`config.mk`:
```
export PLATFORM = sky130hd
export DESIGN_NAME = iqueue_param
export DESIGN_NICKNAME = d
export VERILOG_FILES = /design/src/rtl/lagarto0_pkg.sv /design/src/rtl/iqueue_mem.sv /design/src/rtl/iqueue_param.sv
export SDC_FILE = /design/constraint.sdc
export NUM_CORES = 1
export LEC_CHECK = 0
export ABC_CLOCK_PERIOD_IN_PS = 11200
export BUFFER_PORTS_ARGS = -buffer_cell sky130_fd_sc_hd__buf_2
export CORE_MARGIN = 1
export CORE_UTILIZATION = 35
export CTS_CLUSTER_SIZE = 24
export DETAILED_ROUTE_END_ITERATION = 10
export PLACE_DENSITY_LB_ADDON = 0.05
export SYNTH_ARGS = -nofsm -noshare
export SYNTH_HDL_FRONTEND = slang
export SYNTH_SLANG_ARGS = --single-unit
```
`constraint.sdc`:
```
create_clock -name clk_i -period 11.2 [get_ports clk_i]
set_clock_uncertainty 0.15 [all_clocks]
set_input_delay 1.68 -clock clk_i [delete_from_list [all_inputs] [get_ports clk_i]]
set_output_delay 1.68 -clock clk_i [all_outputs]
set_load 0.01 [all_outputs]
```
`src/rtl/lagarto0_pkg.sv`:
```
// Shared front-end constants and types for the instruction queue.
// The queue top and its storage both import this package.
package lagarto0_pkg;

    localparam int IQUEUE_DEPTH     = 8;
    localparam int IQUEUE_ADDR_SIZE = $clog2(IQUEUE_DEPTH);
    localparam int ICACHE_LINE_SIZE = 128;
    localparam int IQUEUE_AF_MARGIN = 1;

    // Accepted-operation kind for a cycle, used to steer the occupancy counter
    typedef enum logic [1:0] {
        Q_IDLE = 2'b00,
        Q_POP  = 2'b01,
        Q_PUSH = 2'b10,
        Q_BOTH = 2'b11
    } iqueue_op_e;

    function automatic iqueue_op_e iqueue_op(input logic push, input logic pop);
        return iqueue_op_e'({push, pop});
    endfunction

endpackage

```
`src/rtl/iqueue_mem.sv`:
```
// Instruction queue storage: one synchronous write port, one asynchronous read port.
// Contents are deliberately never reset.
module iqueue_mem
    import lagarto0_pkg::*;
#(
    parameter int DEPTH = IQUEUE_DEPTH,
    parameter int WIDTH = ICACHE_LINE_SIZE,
    localparam int AW   = $clog2(DEPTH)
) (
    input  logic             clk_i,
    input  logic             we,
    input  logic [AW-1:0]    waddr,
    input  logic [WIDTH-1:0] wdata,
    input  logic [AW-1:0]    raddr,
    output logic [WIDTH-1:0] rdata
);

    logic [WIDTH-1:0] mem [DEPTH];

    always_ff @(posedge clk_i) begin
        if (we) begin
            mem[waddr] <= wdata;
        end
    end

    assign rdata = mem[raddr];

endmodule

```
`src/rtl/iqueue_param.sv`:
```
// Parameterised instruction queue: circular buffer with occupancy flags,
// overflow/underflow pulses, flush, and registered or fall-through read data.
module iqueue_param
    import lagarto0_pkg::*;
#(
    parameter int DEPTH     = IQUEUE_DEPTH,
    parameter int WIDTH     = ICACHE_LINE_SIZE,
    parameter int FWFT      = 0,
    parameter int AF_MARGIN = IQUEUE_AF_MARGIN,
    localparam int AW       = $clog2(DEPTH)
) (
    input  logic             clk_i,
    input  logic             rst_ni,
    input  logic             flush_i,
    input  logic             wr_i,
    input  logic [WIDTH-1:0] data_i,
    input  logic             rd_i,
    output logic [WIDTH-1:0] data_o,
    output logic             valid_o,
    output logic [AW:0]      count_o,
    output logic             full_o,
    output logic             empty_o,
    output logic             almost_full_o,
    output logic             ovf_o,
    output logic             udf_o
);

    // A threshold of zero (margin >= depth) makes almost_full permanently high
    localparam int            AF_TH   = (DEPTH > AF_MARGIN) ? (DEPTH - AF_MARGIN) : 0;
    localparam logic [AW:0]   AF_TH_V = (AW+1)'(AF_TH);
    localparam logic [AW:0]   FULL_V  = (AW+1)'(DEPTH);
    localparam logic [AW:0]   CNT_ONE = (AW+1)'(1);
    localparam logic [AW-1:0] PTR_ONE = AW'(1);

    logic [AW-1:0]    wr_ptr_q;
    logic [AW-1:0]    rd_ptr_q;
    logic [AW:0]      count_q;
    logic             ovf_q;
    logic             udf_q;
    logic             push;
    logic             pop;
    iqueue_op_e       op;
    logic [WIDTH-1:0] head_data;

    assign full_o        = (count_q == FULL_V);
    assign empty_o       = (count_q == '0);
    assign almost_full_o = (count_q >= AF_TH_V);
    assign count_o       = count_q;
    assign ovf_o         = ovf_q;
    assign udf_o         = udf_q;

    always_comb begin
        push = wr_i && !full_o && !flush_i;
        pop  = rd_i && !empty_o && !flush_i;
        op   = iqueue_op(push, pop);
    end

    iqueue_mem #(
        .DEPTH (DEPTH),
        .WIDTH (WIDTH)
    ) u_mem (
        .clk_i (clk_i),
        .we    (push),
        .waddr (wr_ptr_q),
        .wdata (data_i),
        .raddr (rd_ptr_q),
        .rdata (head_data)
    );

    // Flush beats any request and suppresses the error pulses for that cycle
    always_ff @(posedge clk_i or negedge rst_ni) begin
        if (!rst_ni) begin
            wr_ptr_q <= '0;
            rd_ptr_q <= '0;
            count_q  <= '0;
            ovf_q    <= 1'b0;
            udf_q    <= 1'b0;
        end else if (flush_i) begin
            wr_ptr_q <= '0;
            rd_ptr_q <= '0;
            count_q  <= '0;
            ovf_q    <= 1'b0;
            udf_q    <= 1'b0;
        end else begin
            ovf_q <= wr_i && full_o;
            udf_q <= rd_i && empty_o;
            if (push) begin
                wr_ptr_q <= wr_ptr_q + PTR_ONE;
            end
            if (pop) begin
                rd_ptr_q <= rd_ptr_q + PTR_ONE;
            end
            case (op)
                Q_PUSH:  count_q <= count_q + CNT_ONE;
                Q_POP:   count_q <= count_q - CNT_ONE;
                default: count_q <= count_q;
            endcase
        end
    end

    generate
        if (FWFT != 0) begin : g_fwft
            assign data_o  = head_data;
            assign valid_o = !empty_o;
        end else begin : g_registered
            logic [WIDTH-1:0] data_q;
            logic             valid_q;

            // Read data is held across flushes; only the valid strobe drops
            always_ff @(posedge clk_i or negedge rst_ni) begin
                if (!rst_ni) begin
                    data_q  <= '0;
                    valid_q <= 1'b0;
                end else begin
                    valid_q <= pop;
                    if (pop) begin
                        data_q <= head_data;
                    end
                end
            end

            assign data_o  = data_q;
            assign valid_o = valid_q;
        end
    endgenerate

endmodule

```
==> results of run 1 <==
==> stage by stage <==
step | util [%] | setup slack, ns | hold WS, ns
floorplan | - | 2.83 | 0.361
global placement | 38.1 | 5.83 | 0.309
detailed placement | 38.1 | 5.83 | 0.315
CTS | 41.8 | 6.57 | 0.328
global route | 41.8 | 6.45 | 0.355
finish | 41.8 | 6.65 | 0.318
==> synth_stat cells (all sizes together), types with 2 or more instances <==
cell type,count
edfxtp,1024
mux4,256
dfrtp,141
nand2,134
o21ai,132
mux2i,128
buf,54
clkbuf,51
nor2,13
nand3,7
inv,5
a21oi,4
ha,4
nand2b,4
xor2,4
nor3,3
a211oi,2
nor3b,2
o211ai,2
o31ai,2
==> where the power goes <==
group	total (mW)	internal, mW	switching (mW)
Combinational	1.30	0.577	0.719
Sequential	5.21	5.03	0.181
Clock	4.38	2.69	1.68
Total	10.9	8.30	2.58
==> state kept, by name, indices dropped and copies added, names as in the netlist <==
signal and count:
count_o 4, data_o 128, ovf_o 1, rd_ptr_q 3, u_mem.mem 1024, udf_o 1
valid_o 1, wr_ptr_q 3
==> worst max-delay path by stage <==
stage / start / endpoint / slack [ns]
3_5_place_dp: flush_i / u_mem.mem[4][94]$_DFFE_PP_ / 5.83
6_report: flush_i / u_mem.mem[4][94]$_DFFE_PP_ / 6.65
5_1_grt: flush_i / u_mem.mem[4][121]$_DFFE_PP_ / 6.45
3_3_place_gp: flush_i / u_mem.mem[4][100]$_DFFE_PP_ / 5.83
2_1_floorplan: flush_i / u_mem.mem[4][0]$_DFFE_PP_ / 2.83
4_1_cts: flush_i / u_mem.mem[4][94]$_DFFE_PP_ / 6.57
==> worst max-delay path: cells and delay by family <==
kind          cells  cell delay [ns]
simple gates      3             1.49
buf+inv           3             1.48
==> cell type report <==
cell class,count,area (um^2)
sequential,1165,34300
tap,1625,2030
inverter,5,23.8
timing repair buffer,302,1660
fill,10800,71300
clock inverter,67,632
clock buffer,179,3830
antenna,5,12.5
multi-input combinational,711,8720
==> cells in the final DEF, fill, tap and decap left out, types with 2 or more instances in the layout <==
master	count
nand2_1	133
edfxtp_1	1024
bufinv_16	13
clkbuf_16	143
diode_2	5
clkinv_2	24
mux2i_1	128
o31ai_1	2
nor2_1	7
dfrtp_1	138
dfrtp_4	3
nand2b_1	4
buf_12	5
buf_4	27
nor2_4	6
xor2_1	4
clkbuf_8	12
ha_1	4
a21oi_1	4
clkbuf_1	24
buf_2	269
nor3b_1	2
mux4_2	256
nor3_4	2
o21ai_1	7
inv_1	3
inv_6	2
clkinv_1	28
nand3_1	7
o21ai_0	125
==> logic make-up after synthesis <==
| family | count (synthesis) | synth area share [%] |
|---|---|---|
| AOI/OAI and AO/OA | 147 | 1.81 |
| xor gates and xnor gates | 5 | 0.101 |
| adders and majority gates | 4 | 0.115 |
| buffers and inverters | 110 | 1.31 |
| DFF | 1165 | 78.8 |
| muxes | 384 | 16.2 |
| and+or+nand+nor | 171 | 1.66 |
==> layer usage <==
layer / part of all wire [%] / track usage, % / vias to the layer above
li1: - / - / 8816
met1: 47 / 23.2 / 10600
met2: 46 / 24.6 / 451
met3: 5.5 / 3.83 / 164
met4: 1.7 / 4.07 / 24
met5: 0.16 / 0 / -
==> insert_results.sql, run 1 <==
INSERT INTO impl_metrics (metric_group, metric, value, unit) VALUES
('floorplanning', 'die-area', '0.126', 'mm^2'),
('logic_synthesis', 'synth_seq_cells', '1165', ''),
('logic_synthesis', 'postSynthNetCount', '2123', ''),
('logic_synthesis', 'synthArstFlopShare', '12.1', '%'),
('floorplanning', 'number_of_cell_rows', '128', ''),
('cts', 'cts_resized', '0', ''),
('floorplanning', 'initial_utilization', '35.5', '%'),
('place', 'post-dp-hpwl', '53800', 'um'),
('place', 'place_inst', '3808', ''),
('sta', 'worstMarginPinSlew', '1.09', 'ns'),
('sta', 'layout_worst_path_cycle_share', '40.6', '%'),
('floorplanning', 'fp.dieW', '355', 'um'),
('routing', 'initial_drc_count', '1529', ''),
('setup_path', 'type_of_destination_of_the_critical_path', 'flip-flop', ''),
('run', 'cap_viol_max_count', '0', ''),
('cts', 'numCtsBuffers', '135', ''),
('layout', 'final_cells', '4059', ''),
('logic_synthesis', 'synth-seq-area-share', '78.8', '%'),
('setup_path', 'cpPeakStageDelay', '0.72', 'ns'),
('cts', 'cts_htree_levels', '4', ''),
('logic_synthesis', 'synth_cell_types', '45', ''),
('sta', 'rsz0062_at_grt', 'false', ''),
('sta', 'hold_viol_final', '0', ''),
('cts', 'path_clk_slew', '0.06', 'ns'),
('cts', 'max-clock-path-buffers', '3', ''),
('power_and_ir_drop', 'power.total', '10.9', 'mW'),
('setup_path', 'critical_path.most_common_cell', 'buf_4', ''),
('logic_synthesis', 'yosysWarningCount', '0', ''),
('place', 'routability_congestion_estimate', '0.721', ''),
('routing', 'routedWlPerCell', '24.6', 'um'),
('global_routing', 'first_pass_grt_wire_length', '148000', 'um'),
('setup_path', 'timing.reg2reg.setup_slack', '7.04', 'ns'),
('sta', 'setup_viol', '0', ''),
('logic_synthesis', 'number_of_enable_type_register_cells_in_the_synthesized_netlist', '1024', ''),
('routing', 'routed_via_density', '4.95', ''),
('setup_path', 'crit_path_top_delay_cell', 'nor2_4', ''),
('setup_path', 'path_cells', 'buf_2 > nand2b_1 > or3_1 > nor2_4 > buf_4 > buf_4', ''),
('logic_synthesis', 'synth.avg_cell_area', '21.9', 'um^2'),
('cts', 'post_cts_hold_buffer_count', '0', ''),
('cts', 'cts_post_setup_buffers_inserted', '0', ''),
('routing', 'routed-via-count', '20100', ''),
('layout', 'nNetsFinal', '2457', ''),
('cts', 'buffer_type_at_the_clock_tree_root', 'clkbuf_16', ''),
('cts', 'clock_latency', '0.72', 'ns'),
('setup_path', 'worst_ep_arrival_time', '4.73', 'ns'),
('floorplanning', 'num_io_pins', '271', ''),
('sta', 'setup-tns-final', '0', 'ns'),
('sta', 'clock.fmax', '220', 'MHz'),
('setup_path', 'path_max_fanout', '40', ''),
('logic_synthesis', 'synth_area', '0.0435', 'mm^2'),
('setup_path', 'critical_path_required', '11.38', 'ns'),
('setup_path', 'crit_path_start_kind', 'primary input', ''),
('cts', 'clock-sinks', '1165', ''),
('cts', 'cts_tree', 'done', ''),
('layout', 'postLayoutCellArea', '0.0512', 'mm^2'),
('routing', 'dr_drc_count', '0', ''),
('place', 'port_buffers', '270', ''),
('logic_synthesis', 'synth_top_area_share', '70.7', '%'),
('global_routing', 'first_global_vias', '21600', ''),
('floorplanning', 'die_height', '355', 'um'),
('sta', 'headroom_to_the_max_slew_limit', '27.6', '%'),
('logic_synthesis', 'post_synth_inst_count', '1986', ''),
('setup_path', 'reg2regPathDepth', '6', ''),
('run_status', 'status', 'completed', ''),
('sta', 'fin_crit', '4.55', 'ns'),
('global_routing', 'largest_net_degree_at_the_start_of_global_routing', '129', ''),
('setup_path', 'worstReg2RegStart', 'count_o[1]$_DFFE_PN0P_', ''),
('floorplanning', 'placeableCoreArea', '0.123', 'mm^2'),
('layout', 'drive_above_1_share', '31.7', '%'),
('hold_path', 'hold_path_depth', '2', ''),
('sta', 'maxSlewViolCount', '0', '');
Power figures use the tool's default switching activity.
==> inputs of run 2 (changes only) <==
--- a/config.mk
+++ b/config.mk
@@ -5,7 +5,7 @@
 export SDC_FILE = /design/constraint.sdc
 export NUM_CORES = 1
 export LEC_CHECK = 0
-export ABC_CLOCK_PERIOD_IN_PS = 11200
+export ABC_CLOCK_PERIOD_IN_PS = 3990
 export BUFFER_PORTS_ARGS = -buffer_cell sky130_fd_sc_hd__buf_2
 export CORE_MARGIN = 1
 export CORE_UTILIZATION = 35
==> constraint.sdc (replaced) <==
create_clock -name clk_i -period 3.99 [get_ports clk_i]
set_clock_uncertainty 0.15 [all_clocks]
set_input_delay 0.5985 -clock clk_i [delete_from_list [all_inputs] [get_ports clk_i]]
set_output_delay 0.5985 -clock clk_i [all_outputs]
set_load 0.01 [all_outputs]
==> insert_results.sql, run 2 (synthesis results as in run 1) <==
INSERT INTO impl_metrics (metric_group, metric, value, unit) VALUES
('routing', 'routed_via_density', '4.94', ''),
('global_routing', 'antenna_found_initial', '11', ''),
('setup_path', 'criticalPathCategory', 'reg2out', ''),
('setup_path', 'worst_ep_arrival_time', '2.35', 'ns'),
('cts', 'numCtsBuffers', '132', ''),
('power_and_ir_drop', 'power.ir.vdd_worst', '369', 'uV'),
('routing', 'routed-via-count', '20900', ''),
('run', 'cap_viol_max_count', '0', ''),
('layout', 'drive_above_1_share', '31.3', '%'),
('sta', 'layout_worst_path_cycle_share', '77.6', '%'),
('sta', 'worstMarginPinSlew', '1.04', 'ns'),
('layout', 'multi_input_combinational_cell_area', '0.00872', 'mm^2'),
('run_status', 'status', 'completed', ''),
('layout', 'mostFrequentLayoutCell', 'edfxtp_1', ''),
('place', 'place_inst', '3856', ''),
('cts', 'cts_resized', '0', ''),
('cts', 'clock-sinks', '1165', ''),
('floorplanning', 'die-area', '0.126', 'mm^2'),
('sta', 'setup_viol', '0', ''),
('setup_path', 'type_of_destination_of_the_critical_path', 'output port', ''),
('setup_path', 'critical_path_required', '3.24', 'ns'),
('layout', 'largest_reg_flops', '1024', ''),
('cts', 'cts_htree_levels', '4', ''),
('layout', 'layout_common_cells', 'edfxtp_1, buf_2, mux4_2', ''),
('global_routing', 'globalRouteTotalUtil', '17.0', '%'),
('floorplanning', 'num_io_pins', '271', ''),
('sta', 'hold_viol_final', '0', ''),
('floorplanning', 'die_height', '355', 'um'),
('global_routing', 'first_pass_grt_wire_length', '156000', 'um'),
('power_and_ir_drop', 'static-leakage-power', '17.6', 'nW'),
('routing', 'routedWlPerCell', '24.8', 'um'),
('global_routing', 'grt_remaining_overflow', '0', ''),
('place', 'detailedPlace.worstSlack', '0.887', 'ns'),
('sta', 'maxSlewViolCount', '0', ''),
('floorplanning', 'initial_utilization', '35.5', '%'),
('power_and_ir_drop', 'power_per_cell_area', '571', 'mW/mm^2'),
('floorplanning', 'placeableCoreArea', '0.123', 'mm^2'),
('place', 'routability_congestion_estimate', '0.775', ''),
('sta', 'layout_setup_ws', '0.893', 'ns'),
('cts', 'cts_post_setup_buffers_inserted', '0', ''),
('layout', 'max_flop_register', 'u_mem.mem', ''),
('layout', 'areaGrowthSynthToFinish', '22.1', '%'),
('cts', 'post_cts_hold_buffer_count', '124', ''),
('layout', 'final_cells', '4226', ''),
('sta', 'clock.fmax', '323', 'MHz'),
('cts', 'max-clock-path-buffers', '3', ''),
('floorplanning', 'fp.dieW', '355', 'um'),
('setup_path', 'crit_path_start_kind', 'flip-flop', ''),
('routing', 'dr_drc_count', '0', ''),
('routing', 'residual_antenna_violating_net_count_after_detailed_routing', '0', ''),
('place', 'post-dp-hpwl', '58900', 'um'),
('layout', 'seqCellArea', '0.0343', 'mm^2'),
('global_routing', 'largest_net_degree_at_the_start_of_global_routing', '77', ''),
('sta', 'fin_crit', '3.10', 'ns'),
('sta', 'setup-tns-final', '0', 'ns'),
('routing', 'drt-total-wl', '105000', 'um'),
('routing', 'drtPass1Iterations', '5', ''),
('hold_path', 'hold_path_class', 'in2reg', ''),
('layout', 'n_fill_cell', '10700', ''),
('layout', 'nNetsFinal', '2626', ''),
('sta', 'rsz0062_at_grt', 'false', ''),
('cts', 'cts_tree', 'done', ''),
('cts', 'path_clk_slew', '0.06', 'ns'),
('cts', 'clock_latency', '0.71', 'ns'),
('place', 'port_buffers', '270', ''),
('sta', 'headroom_to_the_max_slew_limit', '30.7', '%'),
('setup_path', 'path_max_fanout', '9', ''),
('routing', 'initial_drc_count', '1327', ''),
('floorplanning', 'number_of_cell_rows', '128', ''),
('cts', 'buffer_type_at_the_clock_tree_root', 'clkbuf_16', ''),
('global_routing', 'first_global_vias', '23000', '');
[run 2: per-stage QoR]
step	area, um^2	power (mW)	hold WS [ns]	util (%)
floorplan	43500	17.0	0.153	-
global placement	47700	18.8	0.306	38.9
detailed placement	47700	18.9	0.315	38.9
CTS	53100	30.8	0.00165	43.3
global route	53100	31.6	0.0312	43.3
finish	53100	30.3	0.0644	43.3
[run 2: routing by layer]
layer	part of all wire (%)	wire, um	GRT usage (%)
met1	45	47000	23.1
met2	49	51100	28.0
met3	4.3	4450	3.36
met4	1.9	2030	4.49
met5	0.044	46	0
[run 2: layout make-up]
class / count / share of cell area (%)
antenna: 8 / 0.0377
multi-input combinational: 711 / 16.4
clock buffer: 188 / 7.02
sequential: 1165 / 64.6
inverter: 5 / 0.0448
clock inverter: 50 / 0.855
timing repair buffer: 474 / 7.20
tap: 1625 / 3.83
[run 2: worst paths after layout]
check,startpoint,to,slack [ns],cells past startpoint
worst max-delay path,count_o[1]$_DFFE_PN0P_,empty_o,0.89,3
worst min-delay path,data_i[29],u_mem.mem[4][29]$_DFFE_PP_,0.06,1
worst max register to register,count_o[1]$_DFFE_PN0P_,count_o[3]$_DFFE_PN0P_,0.90,8
worst min register to register,data_o[51]$_DFFE_PN0P_,data_o[51]$_DFFE_PN0P_,0.32,2
max in group asynchronous,rst_ni,data_o[115]$_DFFE_PN0P_,2.29,3
min in group asynchronous,rst_ni,data_o[34]$_DFFE_PN0P_,0.41,2
[run 2: worst max-delay path: stages, from the launching register on]
cell,delay (ns)
dfrtp_1,0.47
or4_1,0.81
inv_1,0.20
buf_2,0.15
[run 2: power breakdown]
group	total, mW	leakage [nW]	internal, mW	switching (mW)
Clock	11.7	2.06	7.01	4.70
Combinational	3.94	4.52	1.79	2.15
Sequential	14.6	11.0	14.1	0.534
==> inputs of run 3 (changes only) <==
--- a/config.mk
+++ b/config.mk
@@ -5,7 +5,8 @@
 export SDC_FILE = /design/constraint.sdc
 export NUM_CORES = 1
 export LEC_CHECK = 0
-export ABC_CLOCK_PERIOD_IN_PS = 3990
+export ABC_AREA = 1
+export ABC_CLOCK_PERIOD_IN_PS = 2800
 export BUFFER_PORTS_ARGS = -buffer_cell sky130_fd_sc_hd__buf_2
 export CORE_MARGIN = 1
 export CORE_UTILIZATION = 35
==> constraint.sdc (replaced) <==
create_clock -name clk_i -period 2.8 [get_ports clk_i]
set_clock_uncertainty 0.15 [all_clocks]
set_input_delay 0.42 -clock clk_i [delete_from_list [all_inputs] [get_ports clk_i]]
set_output_delay 0.42 -clock clk_i [all_outputs]
set_load 0.01 [all_outputs]
==> insert_results.sql, run 3 <==
INSERT INTO impl_metrics (metric_group, metric, value, unit) VALUES
('logic_synthesis', 'synth_cell_types', '24', ''),
('setup_path', 'type_of_destination_of_the_critical_path', 'output port', ''),
('floorplanning', 'fp.dieW', '357', 'um'),
('place', 'post-dp-hpwl', '65800', 'um'),
('setup_path', 'timing.reg2reg.setup_slack', '0.51', 'ns'),
('cts', 'cts_post_setup_buffers_inserted', '0', ''),
('hold_path', 'hold_path_class', 'in2async', ''),
('place', 'port_buffers', '270', ''),
('logic_synthesis', 'synth_compound_area_share', '11.6', '%'),
('global_routing', 'grt_remaining_overflow', '0', ''),
('cts', 'clock-sinks', '1165', ''),
('setup_path', 'path_max_fanout', '6', ''),
('layout', 'final_cells', '5341', ''),
('setup_path', 'r2r_end', 'data_o[52]$_DFFE_PN0P_', ''),
('run_status', 'status', 'completed', ''),
('setup_path', 'criticalPathCategory', 'reg2out', ''),
('routing', 'initial_drc_count', '1955', ''),
('cts', 'cts_tree', 'done', ''),
('cts', 'max-clock-path-buffers', '3', ''),
('sta', 'hold_viol_final', '0', ''),
('sta', 'timing.hold.ws', '0.176', 'ns'),
('logic_synthesis', 'post_synthesis_simple_gate_area_fraction', '8.02', '%'),
('logic_synthesis', 'synth_top_area_share', '69.8', '%'),
('global_routing', 'antenna_found_initial', '9', ''),
('logic_synthesis', 'synth_mux_area_share', '0', '%'),
('logic_synthesis', 'ys_top_cells_by_area', 'edfxtp_1, dfrtp_1, o21ai_0, nor2_1, o221ai_1', ''),
('logic_synthesis', 'synth_flop_cell', 'edfxtp_1', ''),
('sta', 'headroom_to_the_max_slew_limit', '46.3', '%'),
('routing', 'drtPass1Iterations', '6', ''),
('logic_synthesis', 'post_synth_inst_count', '3193', ''),
('logic_synthesis', 'synth_area', '0.0441', 'mm^2'),
('layout', 'max_flop_register', 'u_mem.mem', ''),
('power_and_ir_drop', 'power.total', '48.7', 'mW'),
('setup_path', 'reg2regPathDepth', '5', ''),
('routing', 'residual_antenna_violating_net_count_after_detailed_routing', '0', ''),
('layout', 'drive_above_1_share', '15.3', '%'),
('cts', 'clock_latency', '0.73', 'ns'),
('place', 'routability_congestion_estimate', '0.759', ''),
('sta', 'clock.fmax', '429', 'MHz'),
('sta', 'maxSlewViolCount', '0', ''),
('logic_synthesis', 'synth-seq-area-share', '77.8', '%'),
('layout', 'layout_common_cells', 'edfxtp_1, o21ai_0, nor2_1', ''),
('routing', 'routedWlPerCell', '24.1', 'um'),
('sta', 'rsz0062_at_grt', 'false', ''),
('global_routing', 'first_global_vias', '29300', ''),
('setup_path', 'critical_path_required', '2.23', 'ns'),
('floorplanning', 'initial_utilization', '35.5', '%'),
('logic_synthesis', 'postSynthNetCount', '3330', ''),
('cts', 'cts_htree_levels', '4', ''),
('layout', 'mostFrequentLayoutCell', 'edfxtp_1', ''),
('setup_path', 'worstReg2RegStart', 'rd_ptr_q[1]$_DFFE_PN0P_', ''),
('logic_synthesis', 'synth_area_leader_cell', 'edfxtp_1', ''),
('logic_synthesis', 'synthXorXnorAreaFrac', '0.0199', '%'),
('logic_synthesis', 'synthArstFlopShare', '12.1', '%'),
('power_and_ir_drop', 'static-leakage-power', '18.7', 'nW'),
('sta', 'layout_worst_path_cycle_share', '83.2', '%'),
('cts', 'cts_resized', '0', ''),
('logic_synthesis', 'synth.avg_cell_area', '13.8', 'um^2'),
('sta', 'worstMarginPinSlew', '0.805', 'ns'),
('floorplanning', 'placeableCoreArea', '0.124', 'mm^2'),
('cts', 'post_cts_hold_buffer_count', '134', ''),
('run', 'cap_viol_max_count', '0', ''),
('layout', 'nNetsFinal', '3733', ''),
('floorplanning', 'die_height', '357', 'um'),
('logic_synthesis', 'synth_seq_cells', '1165', ''),
('logic_synthesis', 'synth_top_family_by_area', 'compound AO/OA/AOI/OAI gates', ''),
('cts', 'numCtsBuffers', '135', ''),
('floorplanning', 'number_of_cell_rows', '129', ''),
('global_routing', 'first_pass_grt_wire_length', '193000', 'um'),
('logic_synthesis', 'post_synth_most_frequent_cells', 'edfxtp_1, nor2_1, o21ai_0', ''),
('power_and_ir_drop', 'power_per_cell_area', '910', 'mW/mm^2'),
('setup_path', 'worst_ep_arrival_time', '1.76', 'ns'),
('layout', 'utilization', '43.1', '%'),
('cts', 'path_clk_slew', '0.05', 'ns'),
('sta', 'setup_viol', '0', ''),
('routing', 'drt-total-wl', '129000', 'um'),
('floorplanning', 'die-area', '0.127', 'mm^2'),
('layout', 'largest_reg_flops', '1024', ''),
('cts', 'buffer_type_at_the_clock_tree_root', 'clkbuf_16', ''),
('layout', 'areaGrowthSynthToFinish', '21.5', '%'),
('routing', 'routed_via_density', '5.28', ''),
('setup_path', 'crit_path_start_kind', 'flip-flop', ''),
('logic_synthesis', 'number_of_enable_type_register_cells_in_the_synthesized_netlist', '1024', ''),
('place', 'place_inst', '4962', ''),
('global_routing', 'largest_net_degree_at_the_start_of_global_routing', '151', ''),
('sta', 'fin_crit', '2.33', 'ns'),
('power_and_ir_drop', 'power.ir.vdd_worst', '581', 'uV'),
('sta', 'setup-tns-final', '0', 'ns'),
('routing', 'dr_drc_count', '0', ''),
('logic_synthesis', 'yosysWarningCount', '0', ''),
('routing', 'routed-via-count', '28200', ''),
('logic_synthesis', 'adder_and_majority_cell_fraction_of_the_synthesized_area', '0.114', '%'),
('logic_synthesis', 'synthMostInstantiatedCell', 'edfxtp_1', ''),
('floorplanning', 'num_io_pins', '271', ''),
('global_routing', 'globalRouteTotalUtil', '20.4', '%');
[run 3: cell count changes in the layout (fill, tap and decap cells not counted), moves of 35 or more]
cell	previous run	this run
o21ai_0	125	566
nand3_1	7	92
o221ai_1	1	170
nand2_1	133	243
mux2i_1	128	0
mux4_2	256	0
o22ai_1	0	86
o21ai_1	7	42
nor2_1	7	561
[run 3: worst max-delay path by stage]
stage | start | end | depth (start not counted)
3_3_place_gp | flush_i | count_o[3]$_DFFE_PN0P_ | 13
3_5_place_dp | flush_i | count_o[3]$_DFFE_PN0P_ | 13
4_1_cts | count_o[2]$_DFFE_PN0P_ | empty_o | 4
2_1_floorplan | count_o[3]$_DFFE_PN0P_ | u_mem.mem[0][0]$_DFFE_PP_ | 7
6_report | count_o[2]$_DFFE_PN0P_ | empty_o | 4
5_1_grt | count_o[2]$_DFFE_PN0P_ | empty_o | 4
[run 3: layer usage]
layer,GRT usage [%],routed length (um),vias to the layer above
met1,26.7,56400,14500
met3,3.20,5540,198
met5,0,79,-
li1,-,-,12800
met2,34.9,64200,671
met4,5.78,2760,12
[run 3: kinds of logic (layout without fill, tap and decap cells)]
| group | after synthesis | count (layout) |
|---|---|---|
| flip-flops | 1165 | 1165 |
| AND/OR/NAND/NOR | 910 | 910 |
| AO/OA/AOI/OAI | 867 | 867 |
| buffers and inverters | 246 | 756 |
| adder cells (fa/ha/maj) | 4 | 4 |
| XOR/XNOR | 1 | 1 |
| other | 0 | 1 |
[run 3: metrics by stage]
step / setup slack (ns) / cell area (um^2)
final: 0.472 / 53500
after global routing: 0.334 / 53500
after CTS: 0.421 / 53500
after detailed placement: 0.432 / 47900
after global placement: 0.457 / 47900
after floorplan: -0.625 / 44100
[run 3: critical path: stages, from the launching register on]
cell and delay (ns):
dfrtp_1 0.44, nor2_1 0.24, nand2_1 0.16, inv_1 0.08, buf_2 0.12
[run 3: final cells by class]
type,count,area [um^2]
Antenna cell,1,2.50
Tap cell,1637,2050
Clock inverter,48,462
Fill cell,11500,70700
Sequential cell,1165,34300
Timing Repair Buffer,491,4010
Inverter,21,109
Clock buffer,196,3840
Multi-Input combinational cell,1782,8770
[run 3: report_power, final]
group / internal (mW) / leakage (nW) / switching (mW)
clock network: 10.3 / 2.11 / 6.80
logic: 3.33 / 5.61 / 7.09
registers: 20.3 / 11.0 / 0.883
